[src/rtl/popcount_sequencer_if.sv]
// Operand/result handshake bundle between the producer, the popcount sequencer and the consumer.
// The master drives operands and takes results; the slave is the sequencer.
interface popcount_sequencer_if #(
    parameter int WIDTH = 64,
    parameter int SW    = $clog2(WIDTH + 1)
);
    logic             in_valid;
    logic             in_ready;
    logic [WIDTH-1:0] in_data;
    logic             out_valid;
    logic             out_ready;
    logic [SW-1:0]    out_sum;

    modport master (
        output in_valid, in_data, out_ready,
        input  in_ready, out_valid, out_sum
    );

    modport slave (
        input  in_valid, in_data, out_ready,
        output in_ready, out_valid, out_sum
    );
endinterface

[src/rtl/popcount_sequencer.sv]
// Streams a WIDTH-bit operand through a shared 16-input ones counter, one chunk per cycle,
// and sums the counts that come back LAT cycles later into a saturating total.
module popcount_sequencer #(
    parameter int WIDTH = 64,
    parameter int LAT   = 9
) (
    input  logic                 clk,
    input  logic                 rst,
    popcount_sequencer_if.slave  bus,
    output logic [15:0]          cnt_in,
    output logic                 cnt_vld,
    input  logic [4:0]           cnt_out,
    output logic                 err
);
    localparam int N  = WIDTH / 16;
    localparam int SW = $clog2(WIDTH + 1);
    localparam int IW = $clog2(N + 1);
    localparam int AW = SW + 6;

    typedef enum logic [1:0] {IDLE, ISSUE, DRAIN, DONE} state_t;

    state_t           state;
    logic [WIDTH-1:0] data_q;
    logic [IW-1:0]    idx;
    logic [IW-1:0]    rcnt;
    logic [LAT-1:0]   vld_pipe;
    logic [SW-1:0]    acc;
    logic [AW-1:0]    acc_sum;
    logic [SW-1:0]    acc_nxt;
    logic             ret;
    logic             last_ret;

    // The tail of the tag pipe marks the cycle a counter result belongs to us.
    assign ret      = vld_pipe[LAT-1];
    assign last_ret = ret && (rcnt == IW'(N - 1));

    // A corrupt count (>16) can push the sum past WIDTH; clamp rather than wrap.
    assign acc_sum = AW'(acc) + AW'(cnt_out);
    assign acc_nxt = (acc_sum > AW'(WIDTH)) ? SW'(WIDTH) : acc_sum[SW-1:0];

    assign bus.out_sum = acc;

    always_ff @(posedge clk) begin
        if (rst) begin
            state         <= IDLE;
            data_q        <= '0;
            idx           <= '0;
            rcnt          <= '0;
            vld_pipe      <= '0;
            acc           <= '0;
            cnt_in        <= '0;
            cnt_vld       <= 1'b0;
            err           <= 1'b0;
            bus.in_ready  <= 1'b1;
            bus.out_valid <= 1'b0;
        end else begin
            vld_pipe <= (vld_pipe << 1) | LAT'(cnt_vld);

            if (ret) begin
                acc  <= acc_nxt;
                rcnt <= rcnt + 1'b1;
                if (cnt_out > 5'd16)
                    err <= 1'b1;
            end

            case (state)
                IDLE: begin
                    if (bus.in_valid) begin
                        cnt_in       <= bus.in_data[15:0];
                        data_q       <= bus.in_data >> 16;
                        cnt_vld      <= 1'b1;
                        idx          <= IW'(1);
                        rcnt         <= '0;
                        acc          <= '0;
                        bus.in_ready <= 1'b0;
                        state        <= ISSUE;
                    end
                end
                ISSUE: begin
                    if (idx == IW'(N)) begin
                        cnt_vld <= 1'b0;
                        cnt_in  <= '0;
                        state   <= DRAIN;
                    end else begin
                        cnt_in <= data_q[15:0];
                        data_q <= data_q >> 16;
                        idx    <= idx + 1'b1;
                    end
                end
                DRAIN: begin
                    if (last_ret) begin
                        bus.out_valid <= 1'b1;
                        state         <= DONE;
                    end
                end
                DONE: begin
                    if (bus.out_ready) begin
                        bus.out_valid <= 1'b0;
                        bus.in_ready  <= 1'b1;
                        state         <= IDLE;
                    end
                end
                default: state <= IDLE;
            endcase
        end
    end
endmodule

[src/flat_wrapper.sv]
// flat-port wrapper written by rule: the top's interface ports become plain ports
module popcount_sequencer_flat 
#(
    parameter int WIDTH = 64,
    parameter int LAT   = 9
)
  (clk, rst, cnt_in, cnt_vld, cnt_out, err, bus_in_valid, bus_in_data, bus_out_ready, bus_in_ready, bus_out_valid, bus_out_sum);
  popcount_sequencer_if #(.WIDTH(WIDTH)) bus_i ();
  input  logic clk;
  input  logic rst;
  output logic [15:0] cnt_in;
  output logic cnt_vld;
  input  logic [4:0] cnt_out;
  output logic err;
  input wire logic [$bits(bus_i.in_valid)-1:0] bus_in_valid;
  input wire logic [$bits(bus_i.in_data)-1:0] bus_in_data;
  input wire logic [$bits(bus_i.out_ready)-1:0] bus_out_ready;
  output wire logic [$bits(bus_i.in_ready)-1:0] bus_in_ready;
  output wire logic [$bits(bus_i.out_valid)-1:0] bus_out_valid;
  output wire logic [$bits(bus_i.out_sum)-1:0] bus_out_sum;
  assign bus_i.in_valid = bus_in_valid;
  assign bus_i.in_data = bus_in_data;
  assign bus_i.out_ready = bus_out_ready;
  assign bus_in_ready = bus_i.in_ready;
  assign bus_out_valid = bus_i.out_valid;
  assign bus_out_sum = bus_i.out_sum;
  popcount_sequencer #(.WIDTH(WIDTH), .LAT(LAT)) u_core (.clk(clk), .rst(rst), .bus(bus_i), .cnt_in(cnt_in), .cnt_vld(cnt_vld), .cnt_out(cnt_out), .err(err));
endmodule
[config.mk]
export PLATFORM = sky130hd
export DESIGN_NAME = popcount_sequencer_flat
export DESIGN_NICKNAME = d
export VERILOG_FILES = /design/src/rtl/popcount_sequencer_if.sv /design/src/rtl/popcount_sequencer.sv /design/src/flat_wrapper.sv
export SDC_FILE = /design/constraint.sdc
export NUM_CORES = 1
export LEC_CHECK = 0
export CORE_MARGIN = 2
export CORE_UTILIZATION = 49
export CTS_CLUSTER_DIAMETER = 100
export DETAILED_ROUTE_END_ITERATION = 8
export PLACE_DENSITY = 0.8
export REMOVE_ABC_BUFFERS = 1
export SETUP_SLACK_MARGIN = 0.2
export SLEW_MARGIN = 20
export SYNTH_ARGS = -nofsm -noshare
export SYNTH_HDL_FRONTEND = slang
export SYNTH_SLANG_ARGS = --single-unit
[constraint.sdc]
create_clock -name clk -period 2.3 [get_ports clk]
set_input_delay 0.46 -clock clk [delete_from_list [all_inputs] [get_ports clk]]
set_output_delay 0.46 -clock clk [all_outputs]
set_load 0.01 [all_outputs]
After elaboration in Yosys (flattened, before gate mapping)
Cells that the tools add are included.
- register bits after elaboration: 108
- input port bits: 73
- output and inout port bits: 27
- word-level logic and storage cells: 69
- add/sub/neg operators: 3
- magnitude comparators: 2
- equality and inequality tests: 10
- muxes and demuxes: 30
- bitwise logic cells: 1
- reductions and logical operators: 12
- operator list (kind ; number):
    $mux 64 ; 2
    $pmux 64 s2 ; 1
    $mux 16 ; 2
    $pmux 16 s2 ; 1
    $mux 7 ; 4
    $mux 3 ; 5
    $gt 13x7->1 const B ; 1
    $reduce_and 3->1 ; 4
    $or 9x1->9 ; 1
    $add 7x5->8 ; 1
    $mux 2 ; 4
    $pmux 2 s4 ; 1
    $add 3x1->3 const B ; 2
    $mux 1 ; 6
    $ne 2x2->1 const B ; 3
    $pmux 1 s2 ; 3
    $pmux 3 s2 ; 1
    $reduce_bool 2->1 ; 3
    $gt 5x5->1 const B ; 1
    $eq 2x2->1 const B ; 2
    $ne 2x1->1 const B ; 2
    $reduce_and 2->1 ; 2
    $reduce_and 4->1 ; 1
    $eq 3x2->1 const B ; 1
    4 further kinds ; 4

Longest topological paths before layout
Gate-level depths: netlist of run 1.
- word-level depth: 6
- mapped depth: 9
- gate-level depth less buffers: 8

Worst setup path after synthesis of run 1
No wires, ideal clock.
- kind: input to register
- start point: input cnt_out[0]
- end point: register u_core.acc[6] (netlist: u_core.bus.out_sum[6])
- library setup time: 116 ps
- data arrival time: 1800 ps
- data required time: 2184 ps
- path slack: 384 ps
- stages on the path: 8
- path buffers: 0
- path through: ha_1 -> inv_1 -> fa_1 -> nor2b_1 -> o31a_1 -> nand3_1 -> o21a_1 -> a31o_2
- longest elaborated chain between the ends: 6
- ends and longest elaborated chain (element ; line ; text):
    start, declared ; flat_wrapper.sv:13 ; input logic [4:0] cnt_out;
    $add 7x5->8 (*) ; popcount_sequencer.sv:38 ; assign acc_sum = AW'(acc) + AW'(cnt_out);
    $gt 13x7->1 ; popcount_sequencer.sv:39 ; assign acc_nxt = (acc_sum > AW'(WIDTH)) ? SW'(WIDTH) : acc_sum[SW-1:0];
    $mux 7 (*) ; popcount_sequencer.sv:39 ;
    $mux 7 (*) ; popcount_sequencer.sv:59 ; if (ret) begin
    $mux 7 ; popcount_sequencer.sv:68 ; if (bus.in_valid) begin
    $mux 7 (*) ; popcount_sequencer.sv:66 ; case (state)
    end signal, assigned ; popcount_sequencer.sv:60 ; acc <= acc_nxt;
    end, declared ; popcount_sequencer.sv:27 ; logic [SW-1:0] acc;
Mark *: on every way between the ends. The rest lies on a longest branch, timed or not.
A chain may end at the register's enable or synchronous reset.

Worst setup path in the final report of run 1
Same ends and word-level chain as after synthesis.

==> summary.txt, run 1 <==
Die
  • Die Y: 93.8 um
  • Core area: 7770 um2
  • Die area: 8790 um2
  • Die width: 93.8 um
  • Initial Utilization: 50.8%
  • Top Ports: 100
  • FP Rows: 32

Setup path
  • CP arrival: 2290 ps
  • Crit. End Element: flip-flop
  • CP Class: in2reg
  • Setup crit start: cnt_out[0]
  • R2r setup slk: 400 ps
  • Critical Path Max Stage Delay: 490 ps
  • Worst-path cell chain: clkdlybuf4s50_1 -> ha_2 -> inv_1 -> fa_2 -> nor2b_2 -> o31a_1 -> nand3_1 -> o21a_2 -> a31o_2
  • Worst R2R Start: u_core.state[0]
  • Crit path to: u_core.bus.out_sum[6]
  • Worst EP required: 2550 ps
  • FF-to-FF End: u_core.cnt_in[4]
  • Reg2Reg Depth: 7
  • CP max stage cell: clkdlybuf4s50_1
  • CP Launch Type: primary input
  • Critical-path maximum fanout: 5

Clock tree
  • CTS tree: built
  • Worst-Skew Late Latency: 350 ps
  • Clock tree buffer depth: 2
  • Clock sinks: 92
  • CTS root buf: clkbuf_8
  • TritonCTS Buffers: 9
  • Hold-fix buffers, CTS: 0
  • Number of H-tree levels: 3
  • Reg clk slew, reported paths: 80 ps

Timing
  • # setup viols final: 0
  • Worst Tran Pin Value: 690 ps
  • Final Hold Viols: 0
  • Min Clock Period, post-route: 2050 ps
  • Slew Limit Fails: 0
  • Upper clock frequency limit: 0.489 GHz
  • Final Cycle Share: 89.0%
  • Rel. slew slack: 53.9%
  • RSZ-0062 raised after global routing: yes
  • Final clock skew: 9.09 ps

Synthesis
  • Unique masters post-synth: 40
  • Ys async rst share: 0%
  • Top cell type's share of synthesized area: 46.6%
  • Netlist Area Pre-Place: 3950 um2
  • Syn Area/Cell: 9.80 um2
  • Post-Synth Adder-Cell Area: 4.63%
  • Top post-synthesis cells by area: dfxtp_1 (47%), mux2i_1 (8.4%), a211oi_1 (6.8%), nor2_1 (6.1%), ha_1 (4.1%)
  • Largest family of logic cells by synthesized area: compound AO/OA/AOI/OAI gates
  • Synth Register Bits: 92
  • EDFF count, synth: 0
  • Fraction of synthesized area in multiplexers: 8.94%
  • Synthesis warning total: 0
  • Top-count cell post-synth: dfxtp_1
  • Simple-gate portion of the synthesized area: 15.7%
  • Xor-xnor portion of the synthesized cell area: 0.887%
  • Synth Instances: 403
  • Compound-gate portion of the synthesized area: 19.2%
  • Synth top cells by count: dfxtp_1 (92), nor2_1 (64), a211oi_1 (36)
  • Sequential area share after synthesis: 46.6%
  • Top_reg_cell synth: dfxtp_1
  • Synth area leader: dfxtp_1

Placed design
  • Port Buffer Count: 99
  • GP Congestion: 0.815
  • Placed wire-length estimate: 6.18 mm

Global route
  • Vias in the first global route: 3088
  • GR Overflow Total: 0
  • GRT Util Overall: 20.2%
  • First-pass GRT wire length: 14.2 mm
  • Initial antenna violation count: 0
  • Largest net degree at the start of global routing: 67

Drt
  • # DRC: 0
  • Via count: 3253
  • WL/cell: 14.3 um
  • DR vias/cell: 5.36
  • Pre-Repair DR Iteration Count: 4
  • 1st-iter DRT viols: 103
  • Drt total wl: 8.66 mm
  • Antenna-violating nets left: 0

Pwr
  • Cell area power density: 1030 nW/um2
  • Worst VDD drop: 0.000509 V
  • Pwr Total: 5.47 mW
  • Leakage: 1.95 nW

Flow run
  • Max cap viols: 0

Final layout
  • Nets: 588
  • Ratio of cells with drive above 1 in the final layout: 8.71%
  • Area Growth Syn to Fin: 34.2%
  • Final Core Density: 68.2%
  • # diodes: 0

Outcome
  • Status: completed

Min path
  • Worst hold path class: reg2reg
report_power, final:
group / switching [mW] / internal (mW) / leakage, nW / total [mW]
combinational: 1.14 / 1.04 / 1.11 / 2.18
clock: 0.546 / 0.500 / 0.0850 / 1.05
sequential: 0.222 / 2.02 / 0.755 / 2.24
total: 1.91 / 3.56 / 1.95 / 5.47
cells in the final DEF (no fill, tap or decap), types with 2 or more instances in the layout:
cell type        count
nand3b_1             4
nand2b_1             4
buf_4               16
inv_1                8
xnor2_1              3
a22o_1              16
nor3_1               2
mux2i_1             33
ha_2                 2
nand2_1              9
clkdlybuf4s50_1     98
a31oi_1              3
clkinvlp_4           3
nand3_1              5
o21ai_0              6
nor2b_1             13
clkbuf_8             9
a21oi_1              6
a221oi_1            17
ha_1                10
dfxtp_1             92
o21ai_1              3
a211oi_1            35
nor3b_1             18
nor2_1              63
per-stage QoR:
| step | worst slack [ps] | hold slack [ps] | cells | area [um2] | TNS [ps] |
|---|---|---|---|---|---|
| floorplan | -2180 | 414 | 374 | 3820 | -113320 |
| global placement | -125 | 421 | 591 | 5070 | -1250 |
| detailed placement | -194 | 424 | 591 | 5070 | -3030 |
| CTS | 213 | 429 | 606 | 5270 | 0 |
| global route | 169 | 446 | 607 | 5300 | 0 |
| finish | 253 | 441 | 607 | 5300 | 0 |
how the worst min path moves through the flow:
stage	from	end	cells past startpoint
2_1_floorplan	u_core.vld_pipe[0]	u_core.vld_pipe[1]	1
3_3_place_gp	u_core.vld_pipe[1]	u_core.vld_pipe[2]	1
3_5_place_dp	u_core.vld_pipe[4]	u_core.vld_pipe[5]	1
4_1_cts	rst	u_core.vld_pipe[8]	2
5_1_grt	rst	u_core.vld_pipe[8]	2
6_report	u_core.vld_pipe[0]	u_core.vld_pipe[1]	1
cells by family after synthesis:
group / count (synthesis)
AO/OA/AOI/OAI: 98
buffers and inverters: 37
AND/OR/NAND/NOR: 124
flip-flops: 92
XOR/XNOR: 4
multiplexers: 34
adder cells (fa/ha/maj): 14
critical path: cells and delay by family:
family	cells	cell delay (ps)
AND/OR/NAND/NOR	2	210
buffers and inverters	2	540
adder cells (fa/ha/maj)	2	530
AO/OA/AOI/OAI	3	560
repair_timing:
item                                    in CTS  in global routing
gates resized for setup                      3                  8
buffers inserted                             0                  1
pin swaps                                    1                  2
endpoints found under the setup margin      17                 24
endpoints found under the hold margin        0                  0
registers in the layout, summed over array words and instances, names as in the netlist:
| register | cells |
|---|---|
| u_core.bus.in_ready | 1 |
| u_core.cnt_in | 16 |
| u_core.rcnt | 3 |
| u_core.cnt_vld | 1 |
| u_core.bus.out_sum | 7 |
| u_core.idx | 3 |
| u_core.bus.out_valid | 1 |
| u_core.vld_pipe | 9 |
| u_core.data_q | 48 |
| u_core.state | 2 |
| u_core.err | 1 |
area by class of cell:
class	instances	area, um2
fillers	624	2470
multi-input cells	274	1990
flip-flops and latches	92	1840
repair buffers	116	1130
clock buffers	10	128
well taps	102	128
clock inverters	5	61.3
inverters	8	30.0
metal layers:
metal | GRT usage [%] | part of all wire (%)
met1 | 24.4 | 42
met2 | 33.3 | 49
met3 | 8.35 | 7.7
met4 | 4.71 | 1.1
met5 | 0 | 0
No activity file was read; power rests on OpenSTA's default activity.
==> inputs of run 2 (changes only) <==
--- a/config.mk
+++ b/config.mk
@@ -9,9 +9,9 @@
 export CORE_UTILIZATION = 49
 export CTS_CLUSTER_DIAMETER = 100
 export DETAILED_ROUTE_END_ITERATION = 8
-export PLACE_DENSITY = 0.8
+export PLACE_DENSITY = 0.81
 export REMOVE_ABC_BUFFERS = 1
-export SETUP_SLACK_MARGIN = 0.2
+export SETUP_SLACK_MARGIN = 0.3
 export SLEW_MARGIN = 20
 export SYNTH_ARGS = -nofsm -noshare
 export SYNTH_HDL_FRONTEND = slang
==> run 2 against run 1 <==
  * Count of clock-buffer cells in the layout is 1 higher
  * Combinational power is 6% higher
  * First-iteration DRC count is 9.7% higher
  * Critical endpoint is now u_core.data_q[45]
  * Utilization is 0.89 points higher
  * Largest power group is now combinational logic
==> summary.txt, run 2 (synthesized netlist as in run 1, its figures left out) <==
Timing
  • Worst Tran Pin Value: 557 ps
  • Final Cycle Share: 85.5%
  • Final clock skew: 13.1 ps
  • Slew Limit Fails: 0
  • RSZ-0062 raised after global routing: yes
  • Rel. slew slack: 62.9%
  • Final Hold Viols: 0
  • Upper clock frequency limit: 0.509 GHz
  • # setup viols final: 0
  • Min Clock Period, post-route: 1970 ps

Setup path
  • Worst EP required: 2540 ps
  • CP Launch Type: flip-flop
  • CP arrival: 2200 ps
  • Worst R2R Start: u_core.state[1]
  • Reg2Reg Depth: 9
  • R2r setup slk: 330 ps
  • Critical-path maximum fanout: 22
  • FF-to-FF End: u_core.data_q[45]
  • Crit. End Element: flip-flop
  • CP Class: reg2reg

Drt
  • Drt total wl: 9.35 mm
  • 1st-iter DRT viols: 113
  • DR WL met3: 680 um
  • Via count: 3330
  • Wire length on met1: 4.06 mm
  • # DRC: 0
  • WL/cell: 15.3 um
  • Max layer used: met4
  • Pre-Repair DR Iteration Count: 4
  • Antenna-violating nets left: 0
  • DR vias/cell: 5.45
  • Detail Route met2 WL: 4.54 mm

Min path
  • Worst Hold Endpoint: u_core.vld_pipe[8]
  • Hold_sp: u_core.vld_pipe[7]
  • Worst hold path class: reg2reg
  • Hold Path Depth: 1

Pwr
  • Pwr Total: 5.66 mW
  • Cell area power density: 1060 nW/um2
  • Net Sw Power: 1.99 mW
  • Clock power frac: 19.3%
  • Int Power: 3.67 mW
  • Worst VDD drop: 0.000557 V
  • Sw Share: 35.1%
  • Comb power frac: 40.9%
  • Leakage: 2.01 nW
  • Reg power frac: 39.7%

Clock tree
  • CTS tree: built
  • Number of H-tree levels: 3
  • TritonCTS Buffers: 9
  • Clock tree buffer depth: 2
  • Reg clk slew, reported paths: 90 ps
  • Worst-Skew Late Latency: 350 ps
  • Clock sinks: 92
  • CTS root buf: clkbuf_8

Final layout
  • FF/Latch Area: 1840 um2
  • Area Growth Syn to Fin: 36.0%
  • Largest registers: u_core.data_q: 48 flops, u_core.cnt_in: 16 flops, u_core.vld_pipe: 9 flops
  • Final Non-Filler Cells: 611
  • Largest register by flop count: u_core.data_q
  • # diodes: 0
  • Nets: 591
  • # fillers: 611
  • Final Core Density: 69.1%
  • Area of the multi-input gates: 1990 um2
  • Largest register FFs: 48
  • Highest-count cells in the layout ignoring fill and taps: clkdlybuf4s50_1 (95), dfxtp_1 (92), nor2_1 (64)
  • Ratio of cells with drive above 1 in the final layout: 9.23%
  • Leading cell type in the layout, fill and taps excluded: clkdlybuf4s50_1

Flow run
  • Max cap viols: 0

Die
  • FP Rows: 32
  • Top Ports: 100
  • Core area: 7770 um2
  • Die Y: 93.8 um
  • Initial Utilization: 50.8%
  • Die area: 8790 um2
  • Die width: 93.8 um

Global route
  • Largest net degree at the start of global routing: 47
  • GR Overflow Total: 0
  • First-pass GRT wire length: 14.8 mm
  • Vias in the first global route: 3159
  • Initial antenna violation count: 0
  • GRT Util Overall: 21.0%

Placed design
  • Placed insts: 592
  • Port Buffer Count: 99
  • GP Congestion: 0.909
  • Placed wire-length estimate: 6.43 mm

Outcome
  • Status: completed
[run 2: changes by cell type in the layout (fill, tap and decap cells not counted), sizes merged]
| cell | change |
|---|---|
| buf | +2 |
| clkbuf | +2 |
| clkdlybuf4s50 | -3 |
| clkinv | +1 |
| clkinvlp | -1 |
| dlygate4sd2 | +1 |
| dlymetal6s2s | +2 |
[run 2: how the worst max path moves through the flow]
| stage | from | to | cells past startpoint |
|---|---|---|---|
| 4_1_cts | cnt_out[1] | u_core.bus.out_sum[6] | 8 |
| 3_5_place_dp | cnt_out[0] | u_core.bus.out_sum[6] | 9 |
| 6_report | u_core.state[1] | u_core.data_q[45] | 9 |
| 5_1_grt | u_core.state[0] | u_core.cnt_in[9] | 7 |
| 3_3_place_gp | cnt_out[0] | u_core.bus.out_sum[6] | 9 |
| 2_1_floorplan | u_core.state[1] | u_core.data_q[32] | 6 |
[run 2: cell type report]
cell class,count,share of cell area [%]
clock inverter,5,1.10
timing repair buffer,119,22.0
clock buffer,11,2.63
multi-input combinational,274,37.0
tap,102,2.38
sequential,92,34.3
inverter,8,0.559
[run 2: power by group through the flow]
stage | sequential [mW] | clock (mW) | combinational [mW]
2_1_floorplan | 2.28 | 0 | 1.40
3_3_place_gp | 2.26 | 0 | 2.12
3_5_place_dp | 2.28 | 0 | 2.18
4_1_cts | 2.25 | 1.12 | 2.20
5_1_grt | 2.30 | 1.19 | 2.54
6_report | 2.25 | 1.10 | 2.32
[run 2: critical path: stages (launching register included)]
cell and delay [ps]:
dfxtp_1 350, inv_1 90, ha_2 180, buf_6 250, mux2i_4 120, a31oi_4 260
buf_4 160, nor2_1 30, buf_4 210, a22o_1 200
[run 2: per-layer routing]
metal	up-vias	GRT usage [%]
li1	1667	-
met3	6	6.82
met4	0	4.95
met2	87	35.3
met1	1570	26.3
met5	-	0
[run 2: repair_timing]
item                                    CTS  global route
setup buffers                             0             2
endpoints found under the setup margin   19            53
hold buffers                              0             0
gates resized for setup                  12             8
cloned                                    0             1
pin swaps                                 2             2
[run 2: metrics by stage]
stage / setup WS [ps] / hold WS [ps] / setup TNS (ps) / cell area [um2]
after detailed placement: -227 / 426 / -1200 / 5080
after floorplan: -2180 / 414 / -113320 / 3820
final: 334 / 445 / 0 / 5370
after CTS: 277 / 446 / 0 / 5310
after global placement: -125 / 423 / -433 / 5080
after global routing: 221 / 457 / 0 / 5370
==> inputs of run 3 (changes only) <==
--- a/config.mk
+++ b/config.mk
@@ -5,10 +5,12 @@
 export SDC_FILE = /design/constraint.sdc
 export NUM_CORES = 1
 export LEC_CHECK = 0
-export CORE_MARGIN = 2
+export ABC_AREA = 1
+export CORE_MARGIN = 4
 export CORE_UTILIZATION = 49
 export CTS_CLUSTER_DIAMETER = 100
 export DETAILED_ROUTE_END_ITERATION = 8
+export GPL_ROUTABILITY_DRIVEN = 1
 export PLACE_DENSITY = 0.81
 export REMOVE_ABC_BUFFERS = 1
 export SETUP_SLACK_MARGIN = 0.3
==> run 3 against run 2 <==
  * Clock power is 8% lower
  * Non-clock buffer count shrank 2
  * Register-to-register slack improved by 80 ps
  * Wire length increased by 14%
  * Count of clock-buffer cells in the layout did not move
  * Setup slack better by 64 ps
  * Global-route usage grew 0.41 points
  * Fmax up 3.3%
  * First-iteration DRC count up 82%
  * Clock skew down 2.0 ps
  * Largest cell class unchanged
  * Highest routed layer unchanged
==> summary.txt, run 3 <==
Drt
  • Antenna-violating nets left: 0
  • Drt total wl: 10.7 mm
  • Pre-Repair DR Iteration Count: 4
  • # DRC: 0
  • 1st-iter DRT viols: 206
  • DR vias/cell: 5.37
  • Via count: 3987
  • WL/cell: 14.4 um

Clock tree
  • CTS tree: built
  • Number of H-tree levels: 3
  • Reg clk slew, reported paths: 80 ps
  • Clock tree buffer depth: 2
  • Clock sinks: 92
  • CTS root buf: clkbuf_8
  • Worst-Skew Late Latency: 350 ps
  • TritonCTS Buffers: 9

Die
  • FP Rows: 32
  • Die width: 98.8 um
  • Die Y: 98.8 um
  • Die area: 9760 um2
  • Core area: 7890 um2
  • Initial Utilization: 51.2%
  • Top Ports: 100

Synthesis
  • Synth area leader: dfxtp_1
  • Synth Instances: 541
  • Top post-synthesis cells by area: dfxtp_1 (46%), nand2_1 (13%), o21ai_0 (6.6%), nand3_1 (5.8%), a21oi_1 (5.7%)
  • Fraction of synthesized area in multiplexers: 0%
  • Ys async rst share: 0%
  • Top_reg_cell synth: dfxtp_1
  • Sequential area share after synthesis: 45.6%
  • Netlist Area Pre-Place: 4040 um2
  • Syn Area/Cell: 7.47 um2
  • EDFF count, synth: 0
  • Simple-gate portion of the synthesized area: 23.4%
  • Top cell type's share of synthesized area: 45.6%
  • Synth top cells by count: nand2_1 (139), dfxtp_1 (92), o21ai_0 (53)
  • Synth Register Bits: 92
  • Largest family of logic cells by synthesized area: simple AND/OR/NAND/NOR gates
  • Top-count cell post-synth: nand2_1
  • Unique masters post-synth: 33
  • Compound-gate portion of the synthesized area: 18.6%
  • Post-Synth Adder-Cell Area: 4.52%
  • Xor-xnor portion of the synthesized cell area: 0.650%
  • Synthesis warning total: 0

Final layout
  • Highest-count cells in the layout ignoring fill and taps: nand2_1 (137), clkdlybuf4s50_1 (97), dfxtp_1 (91)
  • Largest register by flop count: u_core.data_q
  • Largest register FFs: 48
  • Leading cell type in the layout, fill and taps excluded: nand2_1
  • Area Growth Syn to Fin: 33.8%
  • Ratio of cells with drive above 1 in the final layout: 8.11%
  • # diodes: 0
  • Largest registers: u_core.data_q: 48 flops, u_core.cnt_in: 16 flops, u_core.vld_pipe: 9 flops
  • Final Non-Filler Cells: 743
  • Nets: 723

Global route
  • GRT Util Overall: 21.5%
  • Largest net degree at the start of global routing: 63
  • GR Overflow Total: 0
  • Initial antenna violation count: 0
  • Vias in the first global route: 3688
  • First-pass GRT wire length: 17.3 mm

Placed design
  • Placed wire-length estimate: 7.31 mm
  • Port Buffer Count: 99
  • GP Congestion: 0.861
  • Placed insts: 725

Timing
  • Rel. slew slack: 65.6%
  • Final Cycle Share: 82.7%
  • Final Hold Viols: 0
  • Upper clock frequency limit: 0.526 GHz
  • Slew Limit Fails: 0
  • Final clock skew: 11.1 ps
  • # setup viols final: 0
  • Hold Worst Slack: 410 ps
  • Min Clock Period, post-route: 1900 ps
  • Worst Tran Pin Value: 517 ps
  • RSZ-0062 raised after global routing: no

Setup path
  • CP Launch Type: primary input
  • Critical Path Max Stage Delay: 430 ps
  • Critical-path maximum fanout: 5
  • Worst EP required: 2560 ps
  • Most used cell, CP: nand2_1
  • CP max stage cell: clkdlybuf4s50_1
  • CP Class: in2reg
  • Worst-path cell chain: clkdlybuf4s50_1 -> ha_1 -> buf_4 -> nand2_1 -> inv_1 -> nand2_2 -> nand2_1 -> nand2_1 -> nand2_1 -> nor2_1 -> nand2_1 -> nand2_2 -> nand3_1 -> nand2_1 -> inv_1
  • Crit. End Element: flip-flop
  • CP arrival: 2160 ps

Pwr
  • Leakage: 2.19 nW
  • Cell area power density: 1020 nW/um2
  • Worst VDD drop: 0.000564 V

Outcome
  • Status: completed

Flow run
  • Max cap viols: 0

Min path
  • Worst hold path class: reg2reg
-- run 3: cell type report --
| type | count | area [um2] |
|---|---|---|
| fill | 659 | 2480 |
| multi-input combinational | 377 | 1940 |
| sequential | 92 | 1850 |
| timing repair buffer | 117 | 1160 |
| clock buffer | 11 | 151 |
| inverter | 39 | 146 |
| tap | 102 | 128 |
| clock inverter | 5 | 33.8 |
-- run 3: cells by family (layout without fill, tap and decap cells) --
group,Yosys count,in the layout
adder cells (fa/ha/maj),14,14
flip-flops,92,92
AO/OA/AOI/OAI,137,137
XOR/XNOR,3,3
AND/OR/NAND/NOR,223,223
buffers and inverters,72,172
-- run 3: what timing repair did --
action,4_1_cts,5_1_grt
resized for setup,3,9
setup endpoints to repair,5,5
hold buffers,0,0
pin swaps,2,2
endpoints found under the hold margin,0,0
setup buffers,1,1
-- run 3: through the flow --
step | power (mW) | TNS [ps] | instance area [um2] | setup WS, ps | util (%)
2_1_floorplan | 3.48 | -36050 | 3890 | -909 | -
3_3_place_gp | 4.44 | -673 | 5170 | -172 | 65.5
3_5_place_dp | 4.53 | -1030 | 5170 | -209 | 65.5
4_1_cts | 5.54 | 0 | 5370 | 350 | 68.0
5_1_grt | 5.89 | 0 | 5410 | 260 | 68.5
6_report | 5.51 | 0 | 5410 | 397 | 68.5
-- run 3: path summary, 6_finish.rpt --
| check | to | slack, ps | cells after the start | startpoint |
|---|---|---|---|---|
| setup / recovery | u_core.bus.out_sum[6] | 400 | 15 | cnt_out[2] |
| hold / removal | u_core.vld_pipe[3] | 410 | 2 | u_core.vld_pipe[2] |
| setup reg to reg | u_core.bus.out_sum[6] | 410 | 12 | u_core.bus.out_sum[0] |
| hold reg to reg | u_core.vld_pipe[3] | 410 | 2 | u_core.vld_pipe[2] |
-- run 3: critical path: cells and delay by family --
family | cells | cell delay (ps)
adder cells (fa/ha/maj) | 1 | 310
AND/OR/NAND/NOR | 10 | 710
buffers and inverters | 4 | 670
-- run 3: routing by layer --
layer	vias to the layer above	wire length (um)	global-route usage (%)	part of all wire, %
li1	2005	-	-	-
met1	1838	4530	27.5	42
met2	130	5290	36.0	50
met3	14	654	3.61	6.1
met4	0	193	8.51	1.8
met5	-	0	0	0
-- run 3: power by group --
part | total [mW] | switching, mW | internal (mW)
registers | 2.24 | 0.216 | 2.03
logic | 2.26 | 1.36 | 0.901
clock network | 1.01 | 0.555 | 0.452
